<file path="src/rtl/single_spi_master.sv">
// Single-lane SPI master: one WIDTH-bit full-duplex transfer per accepted start,
// with selectable clock polarity/phase, bit order and sck half-period divider.
module single_spi_master #(
  parameter int WIDTH     = 8,
  parameter     FIRST_BIT = "MSB",
  parameter int CPOL      = 0,
  parameter int CPHA      = 0,
  parameter int CLK_DIV   = 2
) (
  input  logic             clk,
  input  logic             rst_n,
  input  logic             start,
  input  logic [WIDTH-1:0] tx_data,
  output logic [WIDTH-1:0] rx_data,
  output logic             busy,
  output logic             done,
  output logic             sck,
  output logic             cs,
  output logic             mosi,
  input  logic             miso
);

  localparam bit MSB_FIRST      = (FIRST_BIT == "MSB");
  localparam bit SCK_IDLE       = (CPOL != 0);
  localparam bit SAMPLE_ON_LEAD = (CPHA == 0);
  localparam int CW             = (CLK_DIV > 1) ? $clog2(CLK_DIV) : 1;
  localparam int ECW            = $clog2(2 * WIDTH);
  localparam logic [CW-1:0]  DIV_LAST  = CW'(CLK_DIV - 1);
  localparam logic [ECW-1:0] EDGE_LAST = ECW'(2 * WIDTH - 1);

  typedef enum logic [1:0] {IDLE, SETUP, TRANSFER, HOLD} state_t;

  state_t           state_q;
  logic [CW-1:0]    div_q;
  logic [ECW-1:0]   edge_q;
  logic [WIDTH-1:0] tx_sh_q;
  logic [WIDTH-1:0] rx_sh_q;
  logic [WIDTH-1:0] rx_data_q;
  logic             busy_q;
  logic             done_q;
  logic             sck_q;
  logic             cs_q;
  logic             mosi_q;

  logic             tick;
  logic             sample_edge;
  logic [WIDTH-1:0] tx_shift_d;
  logic [WIDTH-1:0] rx_shift_d;
  logic             tx_head_d;
  logic             tx_first_d;

  // edge_q counts edges already produced, so an even count means the next edge is leading.
  assign tick        = (div_q == DIV_LAST);
  assign sample_edge = SAMPLE_ON_LEAD ? ~edge_q[0] : edge_q[0];
  assign tx_shift_d  = MSB_FIRST ? {tx_sh_q[WIDTH-2:0], 1'b0} : {1'b0, tx_sh_q[WIDTH-1:1]};
  assign rx_shift_d  = MSB_FIRST ? {rx_sh_q[WIDTH-2:0], miso} : {miso, rx_sh_q[WIDTH-1:1]};
  assign tx_head_d   = MSB_FIRST ? tx_sh_q[WIDTH-1] : tx_sh_q[0];
  assign tx_first_d  = MSB_FIRST ? tx_data[WIDTH-1] : tx_data[0];

  // start is a request that is accepted on any clock where busy is low (including the done cycle);
  // there is no back-pressure beyond busy, and requests while busy are dropped.
  always_ff @(posedge clk) begin
    if (!rst_n) begin
      state_q   <= IDLE;
      div_q     <= '0;
      edge_q    <= '0;
      tx_sh_q   <= '0;
      rx_sh_q   <= '0;
      rx_data_q <= '0;
      busy_q    <= 1'b0;
      done_q    <= 1'b0;
      sck_q     <= SCK_IDLE;
      cs_q      <= 1'b1;
      mosi_q    <= 1'b0;
    end else begin
      done_q <= 1'b0;
      case (state_q)
        IDLE: begin
          div_q  <= '0;
          edge_q <= '0;
          if (start) begin
            state_q <= SETUP;
            cs_q    <= 1'b0;
            busy_q  <= 1'b1;
            rx_sh_q <= '0;
            if (SAMPLE_ON_LEAD) begin
              mosi_q  <= tx_first_d;
              tx_sh_q <= MSB_FIRST ? {tx_data[WIDTH-2:0], 1'b0} : {1'b0, tx_data[WIDTH-1:1]};
            end else begin
              tx_sh_q <= tx_data;
            end
          end
        end
        SETUP, TRANSFER: begin
          if (tick) begin
            div_q  <= '0;
            sck_q  <= ~sck_q;
            edge_q <= edge_q + ECW'(1);
            if (sample_edge) begin
              rx_sh_q <= rx_shift_d;
            end else begin
              mosi_q  <= tx_head_d;
              tx_sh_q <= tx_shift_d;
            end
            state_q <= (edge_q == EDGE_LAST) ? HOLD : TRANSFER;
          end else begin
            div_q <= div_q + CW'(1);
          end
        end
        HOLD: begin
          if (tick) begin
            div_q     <= '0;
            state_q   <= IDLE;
            cs_q      <= 1'b1;
            busy_q    <= 1'b0;
            done_q    <= 1'b1;
            mosi_q    <= 1'b0;
            rx_data_q <= rx_sh_q;
          end else begin
            div_q <= div_q + CW'(1);
          end
        end
        default: state_q <= IDLE;
      endcase
    end
  end

  assign rx_data = rx_data_q;
  assign busy    = busy_q;
  assign done    = done_q;
  assign sck     = sck_q;
  assign cs      = cs_q;
  assign mosi    = mosi_q;

endmodule

</file>
<file path="config.mk">
export PLATFORM = sky130hd
export DESIGN_NAME = single_spi_master
export DESIGN_NICKNAME = d
export VERILOG_FILES = /design/src/rtl/single_spi_master.sv
export SDC_FILE = /design/constraint.sdc
export NUM_CORES = 1
export LEC_CHECK = 0
export ABC_AREA = 0
export BUFFER_PORTS_ARGS = -buffer_cell sky130_fd_sc_hd__buf_2
export CORE_MARGIN = 10
export CORE_UTILIZATION = 50
export DETAILED_ROUTE_END_ITERATION = 8
export GPL_TIMING_DRIVEN = 0
export PLACE_DENSITY_LB_ADDON = 0.3
export SYNTH_ARGS = -nofsm -noshare
export SYNTH_HDL_FRONTEND = slang
export SYNTH_SLANG_ARGS = --single-unit
</file>
<file path="constraint.sdc">
create_clock -name clk -period 1.95 [get_ports clk]
set_clock_uncertainty 0.1 [all_clocks]
set_input_delay 0.2925 -clock clk [delete_from_list [all_inputs] [get_ports clk]]
set_output_delay 0.2925 -clock clk [all_outputs]
set_load 0.03 [all_outputs]
</file>
==> out/metrics.cfg <==
[clocking]
cts_tree=built
cts_buffers=5
clockRootBuffer=clkbuf_4
clk_latency_ns=0.35
cts_sinks=35
htreeDepth=2
cts.reportedPaths.clkPinSlew_ns=0.11
cts_hold_buf=0
cts_buffer_depth=2

[synth]
synth_edf_count=0
synth-seq-cells=35
ys_types=39
ys_warn_count=0
ys_seq_area_frac=0.447
avgSynthCellArea_um2=9.67
async_flop_share=0
synth_ff_type=dfxtp_1
syn_area_um2=1570
syn_inst=162
syn_nets=178

[power]
p_leak_nw=0.796
ir_drop_v=0.000512
power_density_nw_per_um2=1090

[worst_hold_path]
hp-class=input port to flip-flop
worstHoldStart=miso

[grt]
overflow=0
grt_max_degree=12
grt_util_all_layers=0.120
antenna_found_initial=0
grt_pass1_wl_mm=5.73
grt_pass1_vias=1243

[route]
vias=1272
vias_per_cell=5.30
ant_nets=0
first_pass_iters=4
drt_iter0_drc=50
wl_mm=3.41
wl_per_cell_um=14.2
drc=0

[setup_path]
end_kind=flip-flop
critPathLaunch=state_q[1]
worstPathArrival_ns=2.01
crit_family=compound AO/OA/AOI/OAI gates
crit_path_start_kind=flip-flop
required_ns=2.09
reg2reg_from=state_q[1]
crit_chain=inv_1 -> ha_2 -> and2b_1 -> a211oi_4 -> buf_6 -> nand2_1 -> o211a_1
crit_type=flip-flop to flip-flop
path_buf_inv=2
path_max_fanout=8
critical_path.max_stage_delay_ns=0.37
crit_slowest_cell=dfxtp_1

[timing]
hold_viol=0
min_period_over_period=0.955
rsz0062_at_grt=no
hold_slack_ns=0.0559
fin_crit_ns=1.86
setup_viol=0
max-slew-margin-rel=0.697
setup_tns_ns=0
report.final.slew_viol_count=0
fmax_mhz=537
tightest_slew_ns=0.455

[die]
io_pins=25
dieArea_um2=5770
die_w_um=76.0
num_rows=20
core_um2=3030
initial_core_util=0.517
die_h_um=76.0

[final_layout]
nFillCells=283
diodes=0
register_area_um2=701
fin_nets=211
syn_to_final_growth_pct=16.0
final_common_cell=dfxtp_1
finalInstanceArea_um2=1820
layout-drive-gt1-share=0.240
multi_input_area_um2=791
mostFrequentLayoutCells=dfxtp_1 (35), buf_2 (29), nand2_1 (21)
postLayoutCoreUtil=0.600

[placed_design]
port_buffers=24
post_dp_cell_area_um2=1740
gp_congestion=0.836
dp_hpwl_mm=2.47

[status]
status=finished clean

[run]
maxCapViolations=0

## cells by family (layout without fill, tap and decap cells)
| logic type | Yosys count | in the layout | share of synthesized area |
|---|---|---|---|
| flip-flops | 35 | 35 | 0.447 |
| AO/OA/AOI/OAI | 46 | 46 | 0.232 |
| adder cells (fa/ha/maj) | 4 | 4 | 0.0320 |
| buffers and inverters | 16 | 50 | 0.0495 |
| XOR/XNOR | 2 | 2 | 0.0112 |
| multiplexers | 8 | 8 | 0.0511 |
| AND/OR/NAND/NOR | 51 | 51 | 0.177 |
## power breakdown
group          leakage, nW  internal, mW  total (mW)  switching (mW)
logic                0.483         0.313       0.739           0.427
registers            0.285         0.806       0.863          0.0569
clock network       0.0282         0.139       0.384           0.245
## worst register-to-register path: stages, from the launching register on
cell      delay, ns
dfxtp_1        0.37
inv_1          0.09
ha_2           0.24
and2b_1        0.25
a211oi_4       0.37
buf_6          0.17
nand2_1        0.06
o211a_1        0.12
## metal layers
metal	vias up	routed length, um	GRT usage
li1	645	-	-
met1	598	1560	0.136
met2	23	1600	0.190
met3	6	192	0.0542
met4	0	62	0.0530
met5	-	0	0
## cells in the mapped netlist, drive strengths merged (5+ instances only)
cell | count | share of area
o211a | 6 | 0.038
a22o | 8 | 0.045
nor2b | 5 | 0.020
inv | 5 | 0.012
mux2i | 8 | 0.051
a21boi | 9 | 0.046
a21oi | 7 | 0.022
nand2 | 23 | 0.058
dfxtp | 35 | 0.45
o21ai | 6 | 0.019
nand3 | 8 | 0.026
buf | 7 | 0.028
## sequential cells by signal, indices dropped and copies added (netlist names)
register  flops
busy          1
cs            1
div_q         1
done          1
edge_q        4
mosi          1
rx_data       8
rx_sh_q       8
sck           1
state_q       2
tx_sh_q       7
## worst paths after layout
check                             endpoint  slack, ns  depth (start not counted)
worst min register to register  rx_data[0]       0.37                          2
worst max register to register  tx_sh_q[4]       0.09                          7
worst max-delay path            tx_sh_q[4]       0.09                          7
worst min-delay path            rx_sh_q[0]       0.06                          2
## per-stage QoR
step | worst slack [ns] | power, mW | instances
after CTS | 0.0454 | 1.99 | 238
after detailed placement | 0.0613 | 1.60 | 230
after global placement | 0.132 | 1.56 | 230
final | 0.0878 | 1.99 | 240
after floorplan | 0.274 | 1.44 | 162
after global routing | 0.00809 | 2.12 | 240
## layout make-up
| class | count | area share |
|---|---|---|
| well taps | 44 | 0.0303 |
| multi-input cells | 111 | 0.435 |
| plain buffers | 11 | 0.0358 |
| inverters | 5 | 0.0103 |
| flip-flops and latches | 35 | 0.386 |
| clock inverters | 2 | 0.00689 |
| repair buffers | 26 | 0.0730 |
| clock buffers | 6 | 0.0227 |
## what timing repair did
| item | 4_1_cts | 5_1_grt |
|---|---|---|
| setup buffers | 0 | 1 |
| gates resized for setup | 0 | 3 |
| endpoints found under the hold margin | 0 | 0 |
| setup endpoints to repair | 0 | 12 |
No activity file was read; power rests on OpenSTA's default activity.
